`config.mk`:
```
export PLATFORM = sky130hd
export DESIGN_NAME = bit_scan_ctrl
export DESIGN_NICKNAME = d
export VERILOG_FILES = /design/src/rtl/bit_scan_ctrl.sv
export SDC_FILE = /design/constraint.sdc
export NUM_CORES = 1
export LEC_CHECK = 0
export CAP_MARGIN = 20
export CORE_MARGIN = 2
export CORE_UTILIZATION = 40
export DETAILED_ROUTE_END_ITERATION = 8
export PLACE_DENSITY = 0.75
export SLEW_MARGIN = 20
export SYNTH_ARGS = -nofsm -noshare
export SYNTH_HDL_FRONTEND = slang
export SYNTH_SLANG_ARGS = --single-unit
export TNS_END_PERCENT = 20
```
`constraint.sdc`:
```
create_clock -name clk -period 2 [get_ports clk]
set_input_delay 0.2 -clock clk [delete_from_list [all_inputs] [get_ports clk]]
set_output_delay 0.2 -clock clk [all_outputs]
set_load 0.01 [all_outputs]
```
`src/rtl/bit_scan_ctrl.sv`:
```
// bit_scan_ctrl: walks every set bit of a loaded bitmap word, MSB-first,
// emitting one bit index per accepted output beat under valid/ready flow
// control. A small priority encoder locates the highest remaining set bit.

// Priority encoder: index of the highest set bit of in_vec (0 when empty).
module prio_enc #(
    parameter int WIDTH_LOG = 4
) (
    input  logic [(1<<WIDTH_LOG)-1:0] in_vec,
    output logic [WIDTH_LOG-1:0]      msb
);
    localparam int WIDTH = 1 << WIDTH_LOG;

    // Ascending scan so the highest set bit is the last one to assign msb.
    always_comb begin
        msb = '0;
        for (int i = 0; i < WIDTH; i++) begin
            if (in_vec[i]) begin
                msb = i[WIDTH_LOG-1:0];
            end
        end
    end
endmodule

module bit_scan_ctrl #(
    parameter int WIDTH_LOG = 4
) (
    input  logic                       clk,
    input  logic                       rst_n,
    input  logic                       in_valid,
    output logic                       in_ready,
    input  logic [(1<<WIDTH_LOG)-1:0]  in_data,
    input  logic                       abort,
    output logic                       out_valid,
    input  logic                       out_ready,
    output logic [WIDTH_LOG-1:0]       out_idx,
    output logic                       out_last,
    output logic                       done,
    output logic [WIDTH_LOG:0]         count
);
    localparam int WIDTH = 1 << WIDTH_LOG;
    localparam logic [WIDTH-1:0]   MASK_ONE  = {{(WIDTH-1){1'b0}}, 1'b1};
    localparam logic [WIDTH_LOG:0] COUNT_ONE = {{WIDTH_LOG{1'b0}}, 1'b1};

    typedef enum logic {
        S_IDLE = 1'b0,
        S_SCAN = 1'b1
    } state_t;

    state_t                 r_state;
    state_t                 w_state_next;
    logic [WIDTH-1:0]       r_mask;
    logic [WIDTH_LOG:0]     r_count;
    logic                   r_done;

    logic [WIDTH_LOG-1:0]   w_msb;
    logic [WIDTH-1:0]       w_mask_dec;
    logic [WIDTH-1:0]       w_msb_onehot;
    logic                   w_last;
    logic                   w_load;
    logic                   w_fire;
    logic                   w_in_zero;

    prio_enc #(
        .WIDTH_LOG (WIDTH_LOG)
    ) u_prio_enc (
        .in_vec (r_mask),
        .msb    (w_msb)
    );

    // A word with at most one bit left means the current index is the last.
    assign w_mask_dec   = r_mask - MASK_ONE;
    assign w_last       = ((r_mask & w_mask_dec) == '0);
    assign w_msb_onehot = MASK_ONE << w_msb;
    assign w_in_zero    = (in_data == '0);
    assign w_load       = in_valid && in_ready;
    assign w_fire       = out_valid && out_ready;

    // State register.
    always_ff @(posedge clk or negedge rst_n) begin
        if (!rst_n) begin
            r_state <= S_IDLE;
        end else begin
            r_state <= w_state_next;
        end
    end

    // Next-state: abort dominates; a word leaves SCAN once its last index is taken.
    always_comb begin
        w_state_next = r_state;
        case (r_state)
            S_IDLE: begin
                if (w_load && !w_in_zero) begin
                    w_state_next = S_SCAN;
                end
            end
            S_SCAN: begin
                if (abort) begin
                    w_state_next = S_IDLE;
                end else if (w_fire && w_last) begin
                    w_state_next = S_IDLE;
                end
            end
            default: w_state_next = S_IDLE;
        endcase
    end

    // Outputs: both handshakes are gated combinationally by abort.
    always_comb begin
        in_ready  = 1'b0;
        out_valid = 1'b0;
        case (r_state)
            S_IDLE:  in_ready  = !abort;
            S_SCAN:  out_valid = !abort;
            default: begin
                in_ready  = 1'b0;
                out_valid = 1'b0;
            end
        endcase
        out_idx  = w_msb;
        out_last = w_last;
        done     = r_done;
        count    = r_count;
    end

    // Datapath: remaining-bit mask, emitted-index count and the done pulse.
    // An empty word pulses done straight away; an aborted word keeps its count.
    always_ff @(posedge clk or negedge rst_n) begin
        if (!rst_n) begin
            r_mask  <= '0;
            r_count <= '0;
            r_done  <= 1'b0;
        end else begin
            r_done <= 1'b0;
            if (w_load) begin
                r_mask  <= in_data;
                r_count <= '0;
                r_done  <= w_in_zero;
            end else if ((r_state == S_SCAN) && abort) begin
                r_mask <= '0;
            end else if (w_fire) begin
                r_mask  <= r_mask & ~w_msb_onehot;
                r_count <= r_count + COUNT_ONE;
                r_done  <= w_last;
            end
        end
    end
endmodule

```
==> results.md, run 1 <==
STA:
- In the post-route analysis, the smallest setup slack over all paths is -0.171 ns.
- The worst pin sits at a relative slew slack of 69.1%.
- The minimum period implied by the final worst setup slack is 2.17 ns.
- The number of max-slew violations in the final report is 0.
- The number of setup violations in the final report is 3.
- The count of final hold-check violations is 0.
- The fmax is between 400 and 500 MHz.
- Setup repair after global routing could not meet its margin everywhere.
- At the pin with the least slew margin, the transition time is 0.459 ns.
- The final setup skew is just under 0.008 ns.
- Dividing the final minimum period by the clock period gives 109%.
- The total negative setup slack is -0.405 ns.
- Final hold analysis gives a worst-case slack of approximately 0.21 ns.

Yosys:
- By area, the combinational part of the netlist is dominated by compound AO/OA/AOI/OAI gates.
- Synthesis produced a netlist with a net count of 176.
- In the synthesized netlist, the number of instances is between 150 and 200.
- Sequential elements use 40.9% of the synthesized area.
- For this run, the number of Yosys warnings is 0.
- The number of enable-type register cells in the synthesized netlist is 0.
- The mapped cell area is 1410 um2.
- In this run, synthesis produced a sequential element count of 23.
- After Yosys synthesis, and, or, nand and nor cells account for 23.6% of the synthesized area.
- Each instance of the synthesized netlist takes up on average 9.15 um2.
- The async set-or-reset flop fraction in the synthesized netlist is 100%.
- The compound-gate portion of the synthesized area is 27.4%.
- The number of distinct library cells after synthesis is between 40 and 50.
- Measured against the total synthesized area, the mux share comes to 0%.
- The post-synthesis share of cell area spent on full adders, half adders and majority gates is less than 1%.
- The most common flop cell mapped by yosys is sky130_fd_sc_hd__dfrtp_1.
- The area share of xor/xnor cells in the synthesized design is under 10%.

Pwr:
- The sequential power share is a little over a quarter.
- Of the total power, the share spent switching nets is 45.1%.
- The total net switching power is around 1.3 mW.
- The peak supply drop is 0.602 mV.
- The cell area power density is 1430 nW/um2.
- The internal portion of total power is 1.63 mW.
- The clock network burns 7.5% of the power.
- For this design the static power due to leakage is roughly 0.88 nW.
- Combinational logic burns 66.0% of the power.
- The completed layout was analyzed and its total power is ~3.0 mW.

Critical path:
- The startpoint-to-endpoint class of the critical path is flip-flop to primary output.
- STA classifies the critical path startpoint as a flip-flop.
- The required time of the critical path is 1.80 ns.
- Walking the worst path, the cells encountered are buf_4 > o31ai_1 > nand3b_1 > o41ai_2 > o2111ai_2 > nor3_4 > buf_2.
- The delay of the slowest cell on the worst path is about 0.4 ns.
- The flop-to-flop setup slack is 0.10 ns.
- The startpoint of the worst register-to-register path is r_mask[3].
- STA classifies the critical path endpoint as a primary output.
- Tracing the worst setup path back leads to its startpoint at r_mask[6].
- On the critical path the largest part of the delay comes from compound AO/OA/AOI/OAI gates.
- The count of buffering cells on the critical path with inverters included is 2.
- The worst endpoint data arrival time is 1.97 ns.
- The biggest fanout along the worst timing path is 7.
- Among all stages on the critical path, the largest delay is contributed by sky130_fd_sc_hd__dfrtp_1.

Route:
- The total wirelength of the detailed-routed design is 4600 um.
- In the final routed layout, each cell accounts on average for 17.7 um.
- For this run, design rule violations remaining after detail routing come to 0.
- The routed layout has between 1.5k and 2k vias.
- The count of nets left with antenna violations once routing finished came out at 0.
- The detailed-route vias per instance is ~5.9.
- The length of the first detailed-routing pass in iterations is 4.
- In this run, the number of DRC markers left after iteration 0 of detailed routing was 133.

Job:
- The total of max-cap violations is 0.

Placed design:
- The weighted congestion at the end of routability-driven global placement is 0.892.
- Buffers placed on the I/O ports in this run total 33.
- The instance count after placement with tap cells included is 255.
- The HPWL after detailed placement is ~3500 um.

Clock tree:
- For the worst-skew pair, the clock arrives at the later sink with an insertion delay of around 0.32 ns.
- The number of sinks driven by the clock tree is 23.
- The clock slew at the register clock pins of the worst setup and hold paths is 0.13 ns.
- The maximum buffer depth of the clock tree is 2.
- The hold buffer count at cts is 0.
- In this run the number of H-tree levels came out at 1.
- The TritonCTS clock tree is built.
- Counting the buffers created by CTS gives 3.
- The clock root buffer master is sky130_fd_sc_hd__clkbuf_4.

Run status:
- The checks that failed: negative setup slack.
- The flow ran to the end, but the final reports show violations.

Worst hold path:
- The path class of the tightest hold or removal check is input pin to async pin.

Floorplanning:
- The die footprint is about 4000 um2.
- The overall die height is 63.3 um.
- The placeable core region is about 3400 um2.
- The boundary pin count is 34.
- The die span in x is 63.3 um.
- The effective utilization at floorplan is between 40% and 50%.
- The number of placement rows is 21.

Final layout:
- In the final layout, the share of cells above drive strength 1 is 27.1%.
- After filler insertion, the fill cell instance count of the layout stands at 315.
- The final standard cell count with taps included and fillers excluded is 260.
- The net count of the finished layout is 237.
- The signed area change from the synthesized netlist to the final layout is 47.0%.
- The repair_antennas step left the layout with diodes totalling 0.

GRT:
- The first global-routing pass estimated about 7500 um of wire.
- The number of antenna violations at the first check in global routing was 0.
- The via count of the first global-routing pass is 1568.
- The pin count of the biggest net entering global routing is 24.
- For this run the aggregate overflow at the end of global routing stands at 0.
- Global routing consumed, over all layers together, 23.9% of the routing resources.
sequential cells by signal, indices dropped and copies added, names as in the netlist:
register,count
done,1
count,5
r_mask,16
r_state,1
stage by stage:
step | util [%] | cell area [um2] | setup WS (ns)
after floorplan | - | 1410 | 0.141
after global placement | 58.8 | 1980 | -0.179
after detailed placement | 58.8 | 1980 | -0.259
after CTS | 60.3 | 2030 | -0.181
after global routing | 61.6 | 2070 | -0.317
final | 61.6 | 2070 | -0.171
kinds of logic (layout without fill, tap and decap cells):
logic type,after synthesis,after routing
XOR/XNOR,4,4
AND/OR/NAND/NOR,61,61
adder cells (fa/ha/maj),1,1
buffers and inverters,13,73
AO/OA/AOI/OAI,52,52
flip-flops,23,23
Yosys cell counts (2+ instances only):
cell / count / area (um2)
sky130_fd_sc_hd__buf_6: 2 / 22.5
sky130_fd_sc_hd__a32o_1: 8 / 80.1
sky130_fd_sc_hd__a22oi_1: 6 / 45.0
sky130_fd_sc_hd__nor4_2: 2 / 25.0
sky130_fd_sc_hd__dfrtp_1: 23 / 576
sky130_fd_sc_hd__clkbuf_1: 4 / 15.0
sky130_fd_sc_hd__xor2_1: 3 / 26.3
sky130_fd_sc_hd__o21ai_1: 2 / 10.0
sky130_fd_sc_hd__o21ai_0: 4 / 20.0
sky130_fd_sc_hd__nand3_1: 2 / 10.0
sky130_fd_sc_hd__a21oi_1: 14 / 70.1
sky130_fd_sc_hd__o31ai_1: 3 / 22.5
sky130_fd_sc_hd__o21bai_1: 3 / 22.5
sky130_fd_sc_hd__nor2_1: 20 / 75.1
sky130_fd_sc_hd__and2_1: 3 / 18.8
sky130_fd_sc_hd__nand2_1: 14 / 52.6
sky130_fd_sc_hd__nand4_1: 5 / 31.3
sky130_fd_sc_hd__inv_1: 4 / 15.0
sky130_fd_sc_hd__nor4_1: 6 / 37.5
sky130_fd_sc_hd__buf_2: 3 / 15.0
worst register-to-register path: stages, from the launching register on:
cell                       delay, ns
sky130_fd_sc_hd__dfrtp_1        0.43
sky130_fd_sc_hd__buf_4          0.15
sky130_fd_sc_hd__nor2_1         0.05
sky130_fd_sc_hd__o31ai_2        0.24
sky130_fd_sc_hd__a21boi_2       0.13
sky130_fd_sc_hd__nor4_2         0.35
sky130_fd_sc_hd__nand4_1        0.16
sky130_fd_sc_hd__a32o_1         0.28
placed cells by master, fill, tap and decap left out, types with 4 or more instances in the layout:
| cell | n |
|---|---|
| sky130_fd_sc_hd__a32o_1 | 8 |
| sky130_fd_sc_hd__inv_1 | 4 |
| sky130_fd_sc_hd__dfrtp_1 | 22 |
| sky130_fd_sc_hd__nand4_1 | 5 |
| sky130_fd_sc_hd__clkdlybuf4s50_1 | 28 |
| sky130_fd_sc_hd__nor2_1 | 18 |
| sky130_fd_sc_hd__nor4_1 | 6 |
| sky130_fd_sc_hd__buf_4 | 32 |
| sky130_fd_sc_hd__nand2_1 | 14 |
| sky130_fd_sc_hd__a22oi_1 | 6 |
| sky130_fd_sc_hd__a21oi_1 | 14 |
timing repair:
item	in CTS	in global routing
resized for setup	20	9
gates cloned	0	0
setup endpoints to repair	5	5
pin swaps	2	3
setup buffers	1	0
endpoints found under the hold margin	0	0
cell type report:
type,instances,area [um2],share of cell area (%)
flip-flops and latches,23,577,27.9
repair buffers,65,553,26.7
multi-input cells,118,842,40.7
clock buffers,4,26.3,1.27
well taps,46,57.6,2.78
inverters,4,15.0,0.725
path summary, 6_finish.rpt:
check / end / depth (start not counted)
max in group asynchronous: r_mask[5] / 2
min in group clk: r_mask[12] / 3
hold / removal: r_state / 2
hold reg to reg: count[4] / 2
setup / recovery: out_last / 7
setup reg to reg: r_mask[2] / 7
metal layers:
layer  routed length [um]  GRT usage [%]
met1                 2020           31.6
met2                 2240           38.7
met3                  224           3.39
met4                  113           11.1
met5                    0              0
power by group through the flow:
| stage | Sequential (mW) | Clock, mW | Combinational (mW) |
|---|---|---|---|
| finish | 0.784 | 0.222 | 1.96 |
| global route | 0.799 | 0.253 | 2.11 |
| detailed placement | 0.765 | 0 | 1.81 |
| CTS | 0.761 | 0.224 | 1.84 |
| floorplan | 0.763 | 0 | 0.914 |
| global placement | 0.758 | 0 | 1.74 |
Note: power is estimated with default switching activity, not from simulation.
==> run 2: changes to the inputs <==
CORE_ASPECT_RATIO = 1.25   (was not set)
==> results.md, run 2 (synthesis results as in run 1) <==
Critical path:
- The startpoint type of the worst setup path is a flip-flop.
- The worst endpoint data arrival time is 1.94 ns (-0.03 ns).
- The delay of the slowest cell on the worst path is 0.39 ns (about the same).
- The slowest cell on the critical path is sky130_fd_sc_hd__dfrtp_1.
- The critical path goes through buf_4 > nor2_1 > o21ai_0 > o31ai_1 > o2111ai_1 > nor3_4 > buf_2.
- The worst setup path is captured at a primary output.
- The required time of the critical path is 1.80 ns (about the same).
- By startpoint and endpoint, the worst setup path is classified as flip-flop to primary output.
- The biggest fanout along the worst timing path is 4 (-3).

Clock tree:
- The clock buffer count from CTS is 3 (unchanged).
- The tree is rooted in a sky130_fd_sc_hd__clkbuf_8.
- The clock slew at the register clock pins of the worst setup and hold paths is 0.08 ns (-0.05 ns).
- The maximum buffer depth of the clock tree is 2 (unchanged).
- The number of levels the H-tree was split into is 1 (unchanged).
- TritonCTS built the clock tree.
- The hold buffer count at cts is 0 (unchanged).
- The insertion delay to the later sink of the worst-skew pair is 0.27 ns (-0.05 ns).
- The number of sinks driven by the clock tree is 23 (unchanged).

Route:
- The number of remaining DRC errors is 0 (unchanged).
- The antenna violation net count after detailed routing is 0 (unchanged).
- The initial detailed-routing violation count was 60 (-55%).
- The routed length per instance is 17.2 um (-2.9%).
- The length of the first detailed-routing pass in iterations is 4 (unchanged).
- The detailed-route vias per instance is 5.87 (-0.74%).
- The total wirelength of the detailed-routed design came to 4410 um (-4.0%).
- The vias after detailed routing is 1508 (-1.9%).

GRT:
- The via count of the first global-routing pass is 1577 (+0.57%).
- The global-route wire length before repair is 7230 um (-3.2%).
- The number of antenna violations at the first check in global routing is 0 (unchanged).
- The global-route total usage across every layer is 22.9% (-1.1 points).
- The pin count of the biggest net entering global routing was 24 (unchanged).
- The overall overflow remaining after global route was 0 (unchanged).

Final layout:
- The number of antenna repair diodes is 0 (unchanged).
- The library cell used most frequently in the layout, excluding fill and tap cells, is sky130_fd_sc_hd__buf_4.
- The number of flip-flops under the largest register name is 16 (unchanged).
- The utilization after layout is 61.1% (-0.50 points).
- Leaving out fill and tap cells, the most frequent cells in the layout are sky130_fd_sc_hd__buf_4 (35), sky130_fd_sc_hd__clkdlybuf4s50_1 (28), sky130_fd_sc_hd__dfrtp_1 (22).
- The number of fill cells in the layout is 304 (-3.5%).
- The signed area change from the synthesized netlist to the final layout is 48.4%.
- The register with the most flip-flops in the final layout is r_mask.
- The fraction of layout instances using a drive strength above 1 is 26.6% (-0.50 points).
- The post-layout net count is 241 (+1.7%).

STA:
- The final setup skew is 0.00221 ns (-0.00573 ns).
- The final worst-path setup slack is -0.141 ns (+0.0308 ns).
- The number of setup violations in the final report is 2 (-1).
- Setup repair after global routing could not meet its margin everywhere.
- The slew at the pin closest to its max-slew limit is 0.464 ns (+0.00529 ns).
- The total negative setup slack is -0.260 ns (+0.145 ns).
- The number of max-slew violations in the final report is 0 (unchanged).
- The count of final hold-check violations came to 0 (unchanged).
- The worst max-slew margin expressed relative to the limit came to 68.8% (-0.36 points).
- The minimum period implied by the final worst setup slack is 2.14 ns (-0.0308 ns).
- The fmax is 467 MHz (+1.4%).
- The worst hold slack is 0.281 ns (+0.0663 ns).
- The post-route fraction of the period consumed by the critical path is 107% (-1.5 points).

Pwr:
- The cell area power density was 1430 nW/um2 (about the same).
- The sum of internal, switching and leakage power is 2.99 mW (+0.91%).
- The leakage component of the power is 0.903 nW (+2.4%).
- The peak supply drop is 0.818 mV (+36%).

Placed design:
- The weighted congestion at the end of routability-driven global placement is 1.06 (+19%).
- The number of input and output port buffers inserted is 33 (unchanged).
- The half-perimeter wire length of the detailed placement result is 3390 um (-2.4%).

Worst hold path:
- The worst hold path belongs to the class input pin to async pin.

Floorplanning:
- The overall die height is 70.4 um (+11%).
- The placeable core region was 3420 um2 (+1.8%).
- The boundary pin count is 34 (unchanged).
- The die footprint came to 4020 um2 (about the same).
- The number of placement rows is 24 (+14%).
- The die span in x was 57.1 um (-9.9%).
- The effective utilization at floorplan is 41.2% (-0.73 points).

Run status:
- The final reports fail on negative setup slack.
- The flow ran to the end, but the final reports show violations.

Job:
- The total of max-cap violations is 0 (unchanged).
run 2: final timing paths:
kind,start,endpoint,slack [ns],cells after the start
setup / recovery,r_mask[2],out_last,-0.14,7
hold / removal,rst_n,r_mask[6],0.28,2
setup reg to reg,r_mask[5],r_mask[2],0.05,7
hold reg to reg,count[4],count[4],0.56,2
max in group asynchronous,rst_n,r_mask[7],1.46,2
min in group clk,in_data[14],r_mask[14],0.49,3
run 2: critical path, delay by kind of cell (launching register included):
family                 cells  cell delay [ns]
AND/OR/NAND/NOR            2             0.51
AO/OA/AOI/OAI              3             0.46
flip-flops                 1             0.39
buffers and inverters      2             0.31
run 2: metrics by stage:
stage	cell area [um2]	instances	setup WS, ns
global route	2090	257	-0.268
global placement	2000	252	-0.212
CTS	2050	256	-0.113
finish	2090	257	-0.141
floorplan	1410	154	0.141
detailed placement	2000	252	-0.250
run 2: power breakdown:
group          internal (mW)  switching [mW]  total [mW]
clock                  0.139           0.155       0.294
sequential             0.605           0.167       0.771
combinational          0.959           0.967        1.93
total                   1.70            1.29        2.99
run 2: final cells by class:
type,instances,area [um2],share of cell area [%]
repair buffers,69,592,28.3
inverters,4,15.0,0.718
clock inverters,1,5.00,0.239
clock buffers,3,41.3,1.97
flip-flops and latches,23,577,27.6
well taps,39,48.8,2.33
multi-input cells,118,812,38.8
run 2: metal layers:
metal  up-vias  wire length (um)  GRT usage (%)  share of wire (%)
met5         -                 0              0                  0
met4         0                97           8.79                2.2
li1        710                 -              -                  -
met3        11               255           3.52                5.8
met2        64              2370           40.6                 54
met1       723              1700           27.1                 38
run 2: timing repair:
item                       in CTS  in global routing
pin swaps                       4                  4
setup buffers                   0                  1
setup endpoints to repair       8                  7
gates resized for setup        20                  5
==> run 3: changes to the inputs <==
ABC_AREA = 1   (was not set)
PLACE_DENSITY = 0.73   (was 0.75)
==> results.md, run 3 <==
Job:
- The total of max-cap violations came to 0 (unchanged).

Final layout:
- The final standard cell count with taps included and fillers excluded was 378 (+47%).
- In the layout the commonest cells are sky130_fd_sc_hd__nand2_1 (82), sky130_fd_sc_hd__buf_4 (39), sky130_fd_sc_hd__clkdlybuf4s50_1 (28).
- The number of flip-flops under the largest register name is 16 (unchanged).
- The final design area excluding fillers came to 2410 um2 (+15%).
- The utilization after layout is 63.2% (+2.2 points).
- The number of fill cells in the layout is 364 (+20%).
- Compared with the post-synthesis result, the final layout area differs by 49.9%.
- The fraction of layout instances using a drive strength above 1 was 27.5% (+0.86 points).
- Leaving out fill and tap cells, the most frequent cell in the layout is sky130_fd_sc_hd__nand2_1.
- The register with the most flip-flops in the final layout is r_mask.
- The post-layout net count is 347 (+44%).
- The number of antenna repair diodes is 0 (unchanged).

STA:
- The post-route fraction of the period consumed by the critical path was 107% (-0.34 points).
- The fmax is 469 MHz (+0.31%).
- The number of setup violations in the final report was 1 (-1).
- The slew at the pin closest to its max-slew limit was 0.481 ns (+0.0167 ns).
- The total negative setup slack is -0.134 ns (+0.126 ns).
- The final worst-path setup slack is -0.134 ns (+0.00671 ns).
- The count of final hold-check violations is 0 (unchanged).
- Setup repair after global routing could not meet its margin everywhere.
- The final setup skew is 0.00189 ns (-0.000319 ns).
- The minimum period implied by the final worst setup slack came to 2.13 ns (-0.00671 ns).
- The worst max-slew margin expressed relative to the limit is 67.8% (-0.94 points).
- The worst hold slack came to 0.294 ns (+0.0135 ns).
- The number of max-slew violations in the final report is 0 (unchanged).

Clock tree:
- The hold buffer count at cts is 0 (unchanged).
- The maximum buffer depth of the clock tree is 2 (unchanged).
- TritonCTS built the clock tree.
- The number of sinks driven by the clock tree is 23 (unchanged).
- The number of levels the H-tree was split into is 1 (unchanged).
- The insertion delay to the later sink of the worst-skew pair came to 0.27 ns (about the same).
- The clock slew at the register clock pins of the worst setup and hold paths was 0.08 ns (about the same).
- The clock root buffer master is sky130_fd_sc_hd__clkbuf_8.
- The clock buffer count from CTS is 3 (unchanged).

Worst hold path:
- In this run the worst hold path is classified as input pin to async pin.

Floorplanning:
- The effective utilization at floorplan was 42.2% (+1.0 points).
- The number of placement rows is 25 (+4.2%).
- The die span in x was 60.8 um (+6.4%).
- The die footprint is 4550 um2 (+13%).
- The overall die height was 74.9 um (+6.5%).
- The boundary pin count is 34 (unchanged).
- The placeable core region is 3820 um2 (+11%).

Yosys:
- By instance count, the leading cell after synthesis is sky130_fd_sc_hd__nand2_1.
- The number of enable-type register cells in the synthesized netlist is 0 (unchanged).
- The sequential area share after synthesis is 35.7% (-5.1 points).
- The cell taking the most area after synthesis is sky130_fd_sc_hd__dfrtp_1.
- In the synthesized netlist the dominant register cell turns out to be sky130_fd_sc_hd__dfrtp_1.
- The net count after synthesis is 271 (+54%).
- The area share of xor/xnor cells in the synthesized design is 0% (-2.5 points).
- The number of instances in the synthesized netlist is 249 (+62%).
- In the post-synthesis netlist, the biggest area contributors are sky130_fd_sc_hd__dfrtp_1 (36%), sky130_fd_sc_hd__nand2_1 (20%), sky130_fd_sc_hd__nor2_1 (6.8%).
- The async set-or-reset flop fraction in the synthesized netlist is 100% (unchanged).
- The average size of a mapped cell is 6.47 um2 (-29%).
- The mapped cell area is 1610 um2 (+14%).
- The largest family of logic cells by synthesized area is simple AND/OR/NAND/NOR gates.
- The yosys synthesis warning count was 0 (unchanged).
- Ranked by instance count, the synthesized netlist is headed by sky130_fd_sc_hd__nand2_1 (85), sky130_fd_sc_hd__nor2_1 (29), sky130_fd_sc_hd__inv_1 (27), sky130_fd_sc_hd__dfrtp_1 (23), sky130_fd_sc_hd__nand3_1 (12).
- The post-synthesis share of cell area spent on full adders, half adders and majority gates is 0.777% (-0.11 points).
- The post-synthesis register bit count is 23 (unchanged).
- The compound-gate portion of the synthesized area is 11.8% (-16 points).
- The mux cell area share after synthesis is 0% (unchanged).
- The simple logic cell fraction of the synthesized area is 43.0% (+19 points).
- The number of distinct library cells after synthesis is 27 (-37%).
- The area share of the largest cell type after synthesis is 35.7% (-5.1 points).

Route:
- The initial detailed-routing violation count was 81 (+35%).
- The antenna violation net count after detailed routing came to 0 (unchanged).
- The routed length per instance is 12.5 um (-27%).
- The number of remaining DRC errors is 0 (unchanged).
- The total wirelength of the detailed-routed design came to 4740 um (+7.4%).
- The length of the first detailed-routing pass in iterations was 4 (unchanged).
- The detailed-route vias per instance is 5.03 (-14%).
- The vias after detailed routing is 1902 (+26%).

Critical path:
- The delay of the slowest cell on the worst path was 0.39 ns (about the same).
- STA classifies the critical path startpoint as a flip-flop.
- The worst setup path is of the flip-flop to primary output kind.
- The endpoint identified for the worst register-to-register timing path is r_mask[0].
- The startpoint of the worst register-to-register path is r_mask[2].
- The signal on the critical path passes through nor2_2 > buf_4 > buf_4 > buf_4 > o22ai_1 > a2111oi_0 > and3_4 > buf_6.
- On the critical path, the stage with the largest delay is an instance of sky130_fd_sc_hd__dfrtp_1.
- The biggest fanout along the worst timing path is 2 (-2).
- The sort of element at the end of the critical path is a primary output.
- The most repeated library cell on the critical path is sky130_fd_sc_hd__buf_4.
- The required time of the critical path is 1.80 ns (about the same).
- The worst endpoint data arrival time is 1.93 ns (about the same).
- The flop-to-flop setup slack is 0.04 ns (about the same).
- The count of cells along the worst register-to-register path came to 18 (+11).

Pwr:
- The cell area power density is 1070 nW/um2 (-25%).
- The leakage component of the power came to 1.18 nW (+31%).
- The sum of internal, switching and leakage power is 2.58 mW (-14%).
- The peak supply drop is 0.582 mV (-29%).

Placed design:
- The weighted congestion at the end of routability-driven global placement came to 1.01 (-5.0%).
- The pre-CTS setup slack came to -0.224 ns (+0.0252 ns).
- The instance count after placement with tap cells included was 368 (+46%).
- The post-placement cell area is 2270 um2 (+14%).
- The half-perimeter wire length of the detailed placement result is 3710 um (+9.6%).
- The number of input and output port buffers inserted came to 33 (unchanged).

Run status:
- The final reports fail on negative setup slack.
- The run finished, with violations left.

GRT:
- The via count of the first global-routing pass is 1901 (+21%).
- The pin count of the biggest net entering global routing was 25 (+4.2%).
- The number of antenna violations at the first check in global routing was 0 (unchanged).
- The overall overflow remaining after global route came to 0 (unchanged).
- The global-route wire length before repair is 8160 um (+13%).
- The global-route total usage across every layer is 23.7% (+0.87 points).
[run 3: cell count changes in the layout (fill, tap and decap cells not counted), sizes merged, moves of 4 or more]
cell | before | now
nand2 | 15 | 90
nor4 | 9 | 5
nand3 | 2 | 12
nor2 | 20 | 39
a21oi | 15 | 9
o21ai | 6 | 11
a22oi | 6 | 0
inv | 4 | 34
o21bai | 4 | 0
a32o | 8 | 0
a31oi | 0 | 7
buf | 38 | 43
[run 3: critical path, delay by kind of cell, from the launching register on]
| family | cells | cell delay [ns] |
|---|---|---|
| flops | 1 | 0.39 |
| compound gates | 2 | 0.45 |
| simple gates | 2 | 0.39 |
| buf+inv | 4 | 0.42 |
[run 3: kinds of logic (layout without fill, tap and decap cells)]
kind of cell             after synthesis  count (layout)
adder cells (fa/ha/maj)                1               1
flip-flops                            23              23
AND/OR/NAND/NOR                      156             156
buffers and inverters                 37             112
AO/OA/AOI/OAI                         32              32
[run 3: timing repair]
action | CTS | global route
setup endpoints to repair | 6 | 20
pin swaps | 4 | 11
gates resized for setup | 14 | 19
buffers inserted | 4 | 2
[run 3: cell type report]
| class | count | area [um2] | share of cell area [%] |
|---|---|---|---|
| Timing Repair Buffer | 74 | 651 | 27.0 |
| Multi-Input combinational cell | 189 | 946 | 39.2 |
| Sequential cell | 23 | 576 | 23.8 |
| Clock buffer | 3 | 41.3 | 1.71 |
| Clock inverter | 1 | 5.00 | 0.207 |
| Tap cell | 54 | 67.6 | 2.80 |
| Inverter | 34 | 128 | 5.29 |
[run 3: worst max path at each step]
stage	endpoint	start	depth (start not counted)
floorplan	r_state	r_mask[2]	13
global placement	out_last	r_mask[2]	11
detailed placement	out_last	r_mask[2]	11
CTS	out_last	r_mask[1]	11
global route	out_last	r_mask[3]	11
finish	out_last	r_mask[2]	8
[run 3: per-layer routing]
layer | track usage [%] | vias up | wire length (um)
li1 | - | 956 | -
met2 | 41.1 | 58 | 2480
met5 | 0 | - | 0
met4 | 10.4 | 0 | 140
met1 | 29.3 | 876 | 1930
met3 | 2.92 | 12 | 190
[run 3: power by group]
group / switching, mW / leakage (nW) / internal, mW / total [mW]
registers: 0.0892 / 0.289 / 0.586 / 0.676
logic: 0.869 / 0.868 / 0.744 / 1.61
clock network: 0.154 / 0.0255 / 0.139 / 0.293
